File: src/rtl/seg_serial_adder.sv
// seg_serial_adder: multi-cycle WIDTH-bit adder/subtractor that handles SEG bits per clock
// through a single SEG-bit ripple segment, with the carry held in a register between segments.
// Result flags (sum/cout/ovf/zero) update only when an operation completes.
module seg_serial_adder #(
  parameter int unsigned WIDTH = 32,
  parameter int unsigned SEG   = 8
) (
  input  logic             clk,
  input  logic             rst_n,
  input  logic             start,
  input  logic             sub,
  input  logic [WIDTH-1:0] a,
  input  logic [WIDTH-1:0] b,
  input  logic             cin,
  output logic             busy,
  output logic             done,
  output logic [WIDTH-1:0] sum,
  output logic             cout,
  output logic             ovf,
  output logic             zero
);

  localparam int unsigned N     = WIDTH / SEG;
  localparam int unsigned IDX_W = (N > 1) ? $clog2(N) : 1;
  localparam logic [IDX_W-1:0] LastIdx = IDX_W'(N - 1);

  typedef enum logic {StIdle, StBusy} state_t;

  state_t           state_q, state_d;
  logic [WIDTH-1:0] a_q, a_d;
  logic [WIDTH-1:0] b_q, b_d;       // b already inverted for subtraction
  logic             carry_q, carry_d;
  logic [WIDTH-1:0] res_q, res_d;
  logic [IDX_W-1:0] idx_q, idx_d;
  logic [WIDTH-1:0] sum_q, sum_d;
  logic             cout_q, cout_d;
  logic             ovf_q, ovf_d;
  logic             zero_q, zero_d;
  logic             done_q, done_d;

  int unsigned      seg_base;
  logic [SEG-1:0]   seg_a, seg_b, seg_sum;
  logic             seg_cout;
  logic             last_seg;

  // Select the current segment of the latched operands and add it with the held carry.
  always_comb begin
    seg_base             = 32'(idx_q) * SEG;
    seg_a                = a_q[seg_base +: SEG];
    seg_b                = b_q[seg_base +: SEG];
    {seg_cout, seg_sum}  = {1'b0, seg_a} + {1'b0, seg_b} + (SEG + 1)'(carry_q);
    last_seg             = (idx_q == LastIdx);
  end

  // Next-state and datapath control; published results move only on the final segment.
  always_comb begin
    state_d = state_q;
    a_d     = a_q;
    b_d     = b_q;
    carry_d = carry_q;
    res_d   = res_q;
    idx_d   = idx_q;
    sum_d   = sum_q;
    cout_d  = cout_q;
    ovf_d   = ovf_q;
    zero_d  = zero_q;
    done_d  = 1'b0;

    unique case (state_q)
      StIdle: begin
        if (start) begin
          a_d     = a;
          b_d     = sub ? ~b : b;
          carry_d = sub ? 1'b1 : cin;
          idx_d   = '0;
          state_d = StBusy;
        end
      end
      StBusy: begin
        res_d[seg_base +: SEG] = seg_sum;
        carry_d                = seg_cout;
        if (last_seg) begin
          idx_d   = '0;
          sum_d   = res_d;
          cout_d  = seg_cout;
          // Same-sign operands producing an opposite-sign result is a signed overflow.
          ovf_d   = (a_q[WIDTH-1] == b_q[WIDTH-1]) && (res_d[WIDTH-1] != a_q[WIDTH-1]);
          zero_d  = (res_d == '0);
          done_d  = 1'b1;
          state_d = StIdle;
        end else begin
          idx_d = idx_q + 1'b1;
        end
      end
      default: state_d = StIdle;
    endcase
  end

  // State and datapath registers; reset aborts any operation in flight.
  always_ff @(posedge clk or negedge rst_n) begin
    if (!rst_n) begin
      state_q <= StIdle;
      a_q     <= '0;
      b_q     <= '0;
      carry_q <= 1'b0;
      res_q   <= '0;
      idx_q   <= '0;
      sum_q   <= '0;
      cout_q  <= 1'b0;
      ovf_q   <= 1'b0;
      zero_q  <= 1'b0;
      done_q  <= 1'b0;
    end else begin
      state_q <= state_d;
      a_q     <= a_d;
      b_q     <= b_d;
      carry_q <= carry_d;
      res_q   <= res_d;
      idx_q   <= idx_d;
      sum_q   <= sum_d;
      cout_q  <= cout_d;
      ovf_q   <= ovf_d;
      zero_q  <= zero_d;
      done_q  <= done_d;
    end
  end

  assign busy = (state_q == StBusy);
  assign done = done_q;
  assign sum  = sum_q;
  assign cout = cout_q;
  assign ovf  = ovf_q;
  assign zero = zero_q;

endmodule

File: config.mk
export PLATFORM = sky130hd
export DESIGN_NAME = seg_serial_adder
export DESIGN_NICKNAME = d
export VERILOG_FILES = /design/src/rtl/seg_serial_adder.sv
export SDC_FILE = /design/constraint.sdc
export NUM_CORES = 1
export LEC_CHECK = 0
export ABC_AREA = 1
export CAP_MARGIN = 20
export CORE_ASPECT_RATIO = 0.9
export CORE_MARGIN = 5
export CORE_UTILIZATION = 30
export CTS_CLUSTER_DIAMETER = 120
export DETAILED_ROUTE_END_ITERATION = 12
export PLACE_DENSITY = 0.56
export RECOVER_POWER = 100
export SLEW_MARGIN = 20
export SYNTH_ARGS = -nofsm -noshare
export SYNTH_HDL_FRONTEND = slang
export SYNTH_SLANG_ARGS = --single-unit
File: constraint.sdc
create_clock -name clk -period 5.95 [get_ports clk]
set_clock_uncertainty 0.05 [all_clocks]
set_input_delay 1.19 -clock clk [delete_from_list [all_inputs] [get_ports clk]]
set_output_delay 1.19 -clock clk [all_outputs]
set_load 0.005 [all_outputs]
; After elaboration in Yosys (flattened, before gate mapping)
; Cells that the tools add are included.
[classes]
muxes = 13
n_bitwise = 2
n_reduce_logical = 4
addsub = 4
n_shift = 4
n_eq_ne = 4
[op_table]
columns = op, n
row1 = $shiftx 32x6->8, 2
row2 = $neg 5->34, 1
row3 = $shift 8x34->32 const A, 1
row4 = $shiftx 8x34->32, 1
row5 = $bwmux 32, 1
row6 = $logic_not 32->1, 1
row7 = $mux 32, 1
row8 = $not 32->32, 1
row9 = $add 8x8->9, 1
row10 = $add 9x1->9, 1
row11 = $mux 1, 6
row12 = $mux 2, 2
row13 = $pmux 1 s2, 2
row14 = $pmux 2 s2, 1
row15 = $reduce_and 2->1, 2
row16 = $add 2x1->2 const B, 1
row17 = $eq 2x2->1 const B, 1
row18 = $ne 2x2->1 const B, 1
row19 = $eq 1x1->1, 1
row20 = $logic_and 1x1->1, 1
row21 = $ne 1x1->1, 1
row22 = $not 1->1, 1
[word_totals]
word_cells = 42
inputBits = 69
register_bits = 136
out_inout_bits = 37

; Logic depth before layout (Yosys ltp)
; Gate-level depths: netlist (run 1).
[depth]
depth_word = 7
ltp_mapped = 23
ltp_nobuf = 21

; Worst setup path before layout (run 1)
; No wires, ideal clock.
[synth_path]
path_type = reg2reg
start = register idx_q[0]
end = register zero_q (netlist: zero)
period_less_slack_ps = 2942
n_path_buf = 3
path_slack_ps = 3008
arrival_time_ps = 2775
stages_incl_launch_ff = 21
required_ps = 5784
setup_ps = 116
cell_sequence = dfrtp_1 -> buf_6 -> buf_2 -> clkbuf_1 -> nor2_1 -> o22ai_1 -> fa_1 -> inv_1 -> fa_1 -> inv_1 -> nand3_2 -> o21ai_1 -> nor2_2 -> nand2_1 -> nor2_1 -> nand3_1 -> nor2_1 -> nand3_1 -> nor2_1 -> nand2_1 -> nand2_1
[synth_via]
elab_chain_cells = 6
elab_cells_between_ends = 11
classes_between = add/sub (3) / eq/ne (1) / shift (4) / mux (1) / reduce/logical (2)
[synth_rtl]
columns = element, line
row1 = start: declaration, 34  ; logic [IDX_W-1:0] idx_q, idx_d;
row2 = start signal: assignment, 119  ; idx_q <= idx_d;
row3 = "$shiftx 32x6->8, on equally long branches", "49, 50"
row4 = $add 8x8->9, 51  ; {seg_cout, seg_sum} = {1'b0, seg_a} + {1'b0, seg_b} + (SEG + 1)'(carry_q);
row5 = $add 9x1->9, 51
row6 = $shiftx 8x34->32, 80  ; res_d[seg_base +: SEG] = seg_sum;
row7 = $bwmux 32, 80
row8 = $logic_not 32->1, 88  ; zero_d = (res_d == '0);
row9 = end signal: assignment, 123  ; zero_q <= zero_d;
row10 = end: declaration, 38  ; logic zero_q, zero_d;
; Parallel ways exist; a longest one is shown, timed or not.
; A chain may end at the register's enable or synchronous reset.

; Worst setup path in the final report (run 1)
; Ends and elaborated chain as after synthesis.

==> results.json, run 1 <==
{
  "outcome": "finished with violations",
  "failed_checks": "capacitance limit, slew limit",
  "cts_sinks": 136,
  "p_total_mw": 5.144,
  "synth_warnings": 0,
  "hpwlAfterDp_um": 13720,
  "die_h_um": 153.0,
  "insertion_delay_to_the_later_sink_of_the_worst_skew_pair_ns": 0.42,
  "reg2reg_from": "idx_q[0]",
  "worst_ep_arrival_time_ns": 4.80,
  "setup.worst_path.start_class": "flip-flop",
  "synth_commonest_cells": "sky130_fd_sc_hd__nand2_1 (298), sky130_fd_sc_hd__dfrtp_1 (136), sky130_fd_sc_hd__o21ai_0 (112), sky130_fd_sc_hd__nor2_1 (61), sky130_fd_sc_hd__inv_1 (53)",
  "r2r_setup_slack_ns": 1.47,
  "grt.overflow.total": 0,
  "report.final.setup_viol": 0,
  "critical_path.n_buffers_inverters": 3,
  "synthMostInstantiatedCell": "sky130_fd_sc_hd__nand2_1",
  "top_cells_by_area_synth": "sky130_fd_sc_hd__dfrtp_1 (50%), sky130_fd_sc_hd__nand2_1 (16%), sky130_fd_sc_hd__o21ai_0 (8.2%)",
  "initial_core_util_pct": 30.38,
  "finalInstanceArea_sq_mm": 0.008650,
  "crit_family": "buffers and inverters",
  "worst_setup_path_startpoint": "idx_q[0]",
  "finalCoreUtilization_pct": 38.53,
  "power_density_mw_per_mm2": 594.7,
  "ys_ff_latch": 136,
  "ys.flop_type": "sky130_fd_sc_hd__dfrtp_1",
  "path_max_fanout": 47,
  "grt_antenna_before_repair": 0,
  "critPathKind": "reg2reg",
  "cts-buffers-inserted": 17,
  "setup_tns_ns": 0,
  "switching_share_pct": 44.49,
  "post_synth.cell_area_avg_sq_um": 8.004,
  "vias": 5764,
  "final_cell_count_no_fill": 1248,
  "clock_tree.htree_level_count": 4,
  "clockBufferDepth": 2,
  "comb_power_share_pct": 48.3,
  "area.growth.synth_to_final_pct": 26.84,
  "cap_violations": 3,
  "clock_share_of_power_pct": 21.2,
  "grt.total_usage_pct": 15.06,
  "sequentialPowerShare_pct": 30.5,
  "grt_start_max_net_pins": 86,
  "endpoint_kind": "flip-flop",
  "antenna_left": 0,
  "resized_after_cts": 0,
  "dp_worst_setup_slack_ns": 2.206,
  "final_critical_path_setup_slack_ns": 1.472,
  "internal-power_mw": 2.856,
  "total_leakage_power_nw": 4.115,
  "hold_buffers": 0,
  "synthDistinctLibCells": 33,
  "grt_setup_unrepaired": "false",
  "finalNetCount": 1023,
  "wl_per_cell_um": 15.17,
  "postCtsSetupBuffers": 0,
  "timing.hold.worst.start": "sum[24]",
  "design.portCount": 106,
  "synth_top_cell_by_area": "sky130_fd_sc_hd__dfrtp_1",
  "tritoncts": "built",
  "yosysSeqAreaShare_pct": 49.91,
  "drt-vias-per-instance": 4.619,
  "asyncSetResetFlopFracSynth_pct": 100.0,
  "detailed_place.area_sq_mm": 0.008102,
  "worst_slew_margin_rel_pct": -85.92,
  "yosys.area.top_type_share_pct": 49.91,
  "synthCells": 852,
  "synthesis.nets": 936,
  "io_buffer_count": 105,
  "report.final.slew_viol_count": 144,
  "worstHoldPathCells": 2,
  "placed_cells": 1217,
  "holdWs_ns": 0.4273,
  "max_freq_mhz": 223.3,
  "grt_first_pass_wirelength_um": 31030,
  "cp_data_required_time_ns": 6.27,
  "synthesis.area_sq_mm": 0.006819,
  "globalplace.congestion": 0.8905,
  "irDropWorstVdd_v": 0.0002301,
  "worst_setup_hold_path_clk_slew_ns": 0.06,
  "dieWidth_um": 168.9,
  "antennaDiodeCount": 0,
  "post_route_fraction_of_the_period_consumed_by_the_critical_path_pct": 75.25,
  "hold_class": "reg2reg",
  "totalWireLength_um": 18940,
  "row_count": 52,
  "route.detailed.drc": 0,
  "root_buffer": "sky130_fd_sc_hd__clkbuf_16",
  "hold_viol_final": 0,
  "timing_worst_slew_pin_value_ns": 2.789,
  "crit_path_max_incr_delay_ns": 1.43,
  "first_iter_violations": 452,
  "drtPass1Iterations": 4,
  "timing.final.crit_period_ns": 4.478,
  "first_global_vias": 5758,
  "synth-edff-count": 0,
  "design.die.area_sq_mm": 0.02585,
  "worstRegToRegCells": 18,
  "share_of_final_layout_standard_cells_stronger_than_drive_strength_1_pct": 5.573,
  "power_switching_mw": 2.288,
  "regToRegEndpoint": "zero",
  "critical-path-slowest-cell": "sky130_fd_sc_hd__clkbuf_1",
  "timing.critical_path.cells": "clkbuf_1, o21ai_0, o22ai_1, fa_1, inv_1, fa_1, inv_1, nand3_1, o21ai_0, nor2_2, nand2_1, nor2_1, nand3_1, nor2_1, nand3_1, nor2_1, nand2_1, nand2_1",
  "hold-path-endpoint": "sum[24]",
  "core_area_sq_mm": 0.02245
}
==> state kept, by name, summed over array words and instances (netlist names) <==
signal and flops:
res_q 32, busy 1, carry_q 1, zero 1, b_q 32, a_q 32
sum 32, cout 1, done 1, ovf 1, idx_q 2
==> placed cells by master, fill, tap and decap left out, types with 3 or more instances in the layout <==
cell type	synthesis	final
sky130_fd_sc_hd__nand2_1	298	302
sky130_fd_sc_hd__dfrtp_1	136	136
sky130_fd_sc_hd__o21ai_0	112	118
sky130_fd_sc_hd__clkdlybuf4s50_1	0	66
sky130_fd_sc_hd__nor2_1	61	62
sky130_fd_sc_hd__inv_1	53	56
sky130_fd_sc_hd__dlygate4sd3_1	0	37
sky130_fd_sc_hd__xnor2_1	32	32
sky130_fd_sc_hd__nand3_1	19	23
sky130_fd_sc_hd__o22ai_1	19	19
sky130_fd_sc_hd__clkbuf_16	0	17
sky130_fd_sc_hd__ha_1	13	13
sky130_fd_sc_hd__a21oi_1	8	9
sky130_fd_sc_hd__nand4_1	9	9
sky130_fd_sc_hd__inv_2	8	5
sky130_fd_sc_hd__nand2_2	8	4
sky130_fd_sc_hd__clkbuf_1	29	4
sky130_fd_sc_hd__clkinvlp_4	0	4
sky130_fd_sc_hd__nand3_2	7	3
sky130_fd_sc_hd__a31oi_1	2	3
sky130_fd_sc_hd__bufinv_16	0	3
==> logic make-up after synthesis <==
| kind of cell | Yosys count | share of synthesized area [%] |
|---|---|---|
| buf+inv | 106 | 6.183 |
| fa+ha+maj | 15 | 2.973 |
| xor+xnor | 32 | 4.110 |
| flops | 136 | 49.91 |
| simple gates | 407 | 24.53 |
| compound gates | 156 | 12.29 |
==> worst max path at each step <==
| stage | end | cells past startpoint |
|---|---|---|
| 3_5_place_dp | zero | 18 |
| 2_1_floorplan | zero | 20 |
| 4_1_cts | zero | 18 |
| 3_3_place_gp | zero | 18 |
| 5_1_grt | zero | 18 |
| 6_report | zero | 18 |
==> routing by layer <==
layer	GRT usage [%]	part of all wire, %
met1	21.89	49
met2	22.27	43
met3	3.719	5.6
met4	4.289	1.7
met5	0	0
==> power by group through the flow <==
stage                     clock, mW  sequential, mW  combinational, mW
final                          1.09            1.57               2.48
after detailed placement          0            1.58               2.60
after global placement            0            1.59               2.58
after floorplan                   0            1.47               1.86
after global routing           1.15            1.62               2.83
after CTS                      1.11            1.57               2.61
==> worst reg2reg max path: cells and delay by family, from the launching register on <==
family | cells | cell delay [ns]
adder cells (fa/ha/maj) | 2 | 0.76
flip-flops | 1 | 0.41
AND/OR/NAND/NOR | 10 | 0.90
buffers and inverters | 3 | 1.55
AO/OA/AOI/OAI | 3 | 0.75
==> final cells by class <==
class,instances,area [sq um]
clock buffers,20,456.7
clock inverters,11,147.6
fillers,2359,13800
inverters,64,245.2
multi-input cells,610,2952
flip-flops and latches,136,3403
well taps,297,371.6
repair buffers,110,1074
(Power assumes the default switching activity.)
==> run 2: changes to the inputs <==
Clock period 5.95 ns to 4.4 ns, I/O delays scaled along.
==> run 2 against run 1 <==
Against the previous run: the run still ends with capacitance limit, slew limit left; worst hold slack got worse by 0.00092 ns; wire length rose by 0.69%; final cell count rose by 0.24%.
==> results.json, run 2 (synthesis gave the netlist of run 1 again) <==
{
  "first_global_vias": 5751,
  "cap_violations": 1,
  "irDropWorstVdd_v": 0.0003985,
  "regToRegEndpoint": "zero",
  "endpoint_kind": "flip-flop",
  "cts-buffers-inserted": 17,
  "grt.overflow.total": 0,
  "path_max_fanout": 39,
  "initial_core_util_pct": 30.38,
  "crit_top_cell": "sky130_fd_sc_hd__nand2_1",
  "finalInstanceArea_sq_mm": 0.008686,
  "vias": 5819,
  "grt_first_pass_wirelength_um": 31030,
  "critical_path.n_buffers_inverters": 4,
  "hold-path-endpoint": "sum[6]",
  "clockBufferDepth": 2,
  "report.final.slew_viol_count": 54,
  "finalNetCount": 1026,
  "insertion_delay_to_the_later_sink_of_the_worst_skew_pair_ns": 0.43,
  "first_iter_violations": 427,
  "dp_worst_setup_slack_ns": 1.287,
  "detailed_place.area_sq_mm": 0.008137,
  "power_density_mw_per_mm2": 802.3,
  "total_leakage_power_nw": 4.152,
  "row_count": 52,
  "resized_after_cts": 0,
  "report.final.setup_viol": 0,
  "timing.final.crit_period_ns": 3.297,
  "design.die.area_sq_mm": 0.02585,
  "worst_ep_arrival_time_ns": 3.61,
  "clock_tree.htree_level_count": 4,
  "wl_met2_um": 8132,
  "grt_antenna_before_repair": 0,
  "timing_worst_slew_pin_value_ns": 3.017,
  "route.met3.wl_um": 1220,
  "power_switching_mw": 3.068,
  "top_signal_layer_used": "met4",
  "timing.hold.worst.start": "sum[6]",
  "core_area_sq_mm": 0.02245,
  "totalWireLength_um": 19070,
  "die_h_um": 153.0,
  "grt_setup_unrepaired": "false",
  "io_buffer_count": 105,
  "max_freq_mhz": 303.3,
  "clock_share_of_power_pct": 21.8,
  "finalCoreUtilization_pct": 38.70,
  "placed_cells": 1220,
  "final_critical_path_setup_slack_ns": 1.103,
  "antennaDiodeCount": 0,
  "switching_share_pct": 44.03,
  "crit_path_max_incr_delay_ns": 0.38,
  "final_common_cell": "sky130_fd_sc_hd__nand2_1",
  "antenna_left": 0,
  "setup_tns_ns": 0,
  "internal-power_mw": 3.900,
  "cts_sinks": 136,
  "area.growth.synth_to_final_pct": 27.38,
  "grt_start_max_net_pins": 97,
  "setup.worst_path.start_class": "flip-flop",
  "holdWs_ns": 0.4264,
  "reg2reg_from": "idx_q[0]",
  "worstHoldPathCells": 2,
  "sequentialPowerShare_pct": 30.1,
  "root_buffer": "sky130_fd_sc_hd__clkbuf_16",
  "grt.total_usage_pct": 15.15,
  "drt-vias-per-instance": 4.651,
  "hold_class": "reg2reg",
  "final_cell_count_no_fill": 1251,
  "post_route_fraction_of_the_period_consumed_by_the_critical_path_pct": 74.92,
  "r2r_setup_slack_ns": 1.10,
  "timing.critical_path.cells": "buf_4, inv_6, o21ai_0, o22ai_1, fa_1, inv_1, fa_1, inv_1, nand2_1, nand2_1, nand3_1, nand2_1, nand2_1, nand3_1, nor2_1, a21oi_1, nand3_1, nor2_1, nand2_1, nand2_1",
  "cp_data_required_time_ns": 4.71,
  "postCtsSetupBuffers": 0,
  "worstRegToRegCells": 20,
  "final_cell_mix": "sky130_fd_sc_hd__nand2_1 (304), sky130_fd_sc_hd__dfrtp_1 (136), sky130_fd_sc_hd__o21ai_0 (117)",
  "met1_length_um": 9467,
  "comb_power_share_pct": 48.1,
  "route.detailed.drc": 0,
  "hold_viol_final": 0,
  "design.portCount": 106,
  "dieWidth_um": 168.9,
  "critical-path-slowest-cell": "sky130_fd_sc_hd__dfrtp_1",
  "wl_per_cell_um": 15.24,
  "share_of_final_layout_standard_cells_stronger_than_drive_strength_1_pct": 5.660,
  "drtPass1Iterations": 5,
  "tritoncts": "built",
  "outcome": "finished with violations",
  "critPathKind": "reg2reg",
  "worst_setup_hold_path_clk_slew_ns": 0.06,
  "hold_buffers": 0,
  "p_total_mw": 6.968,
  "hpwlAfterDp_um": 13770,
  "crit_family": "simple AND/OR/NAND/NOR gates",
  "globalplace.congestion": 0.8843,
  "failed_checks": "capacitance limit, slew limit",
  "worst_slew_margin_rel_pct": -101.1
}
-- run 2: cell count changes in the layout (fill, tap and decap cells not counted), moves of 2 or more --
cell / delta
sky130_fd_sc_hd__buf_4: +4
sky130_fd_sc_hd__clkbuf_1: -2
sky130_fd_sc_hd__clkbuf_8: +2
sky130_fd_sc_hd__clkinvlp_4: -2
sky130_fd_sc_hd__nand2_1: +2
sky130_fd_sc_hd__nand2_2: -2
sky130_fd_sc_hd__o21ai_1: +2
-- run 2: metal layers --
layer	GRT usage (%)	up-vias
met5	0	-
li1	-	2907
met4	4.637	0
met2	21.87	182
met3	3.409	22
met1	22.54	2708
-- run 2: how the worst max path moves through the flow --
stage	depth (start not counted)	to	from
finish	20	zero	idx_q[0]
floorplan	20	zero	idx_q[0]
CTS	19	zero	idx_q[0]
global route	1	sum[21]	rst_n
detailed placement	19	zero	idx_q[0]
global placement	19	zero	idx_q[0]
-- run 2: cell type report --
class / count / area, sq um
Clock buffer: 21 / 480.5
Inverter: 64 / 245.2
Fill cell: 2340 / 13760
Clock inverter: 10 / 141.4
Tap cell: 297 / 371.6
Sequential cell: 136 / 3403
Timing Repair Buffer: 113 / 1109
Multi-Input combinational cell: 610 / 2935
-- run 2: power groups by stage --
stage | logic [mW] | clock network [mW] | registers [mW]
floorplan | 2.51 | 0 | 1.99
global placement | 3.51 | 0 | 2.12
detailed placement | 3.54 | 0 | 2.11
CTS | 3.55 | 1.55 | 2.10
global route | 3.83 | 1.60 | 2.16
finish | 3.35 | 1.52 | 2.10
-- run 2: worst min-delay path: stages (launching register included) --
cell                      delay (ns)
sky130_fd_sc_hd__dfrtp_1        0.34
sky130_fd_sc_hd__nand2_1        0.05
sky130_fd_sc_hd__nand2_1        0.05
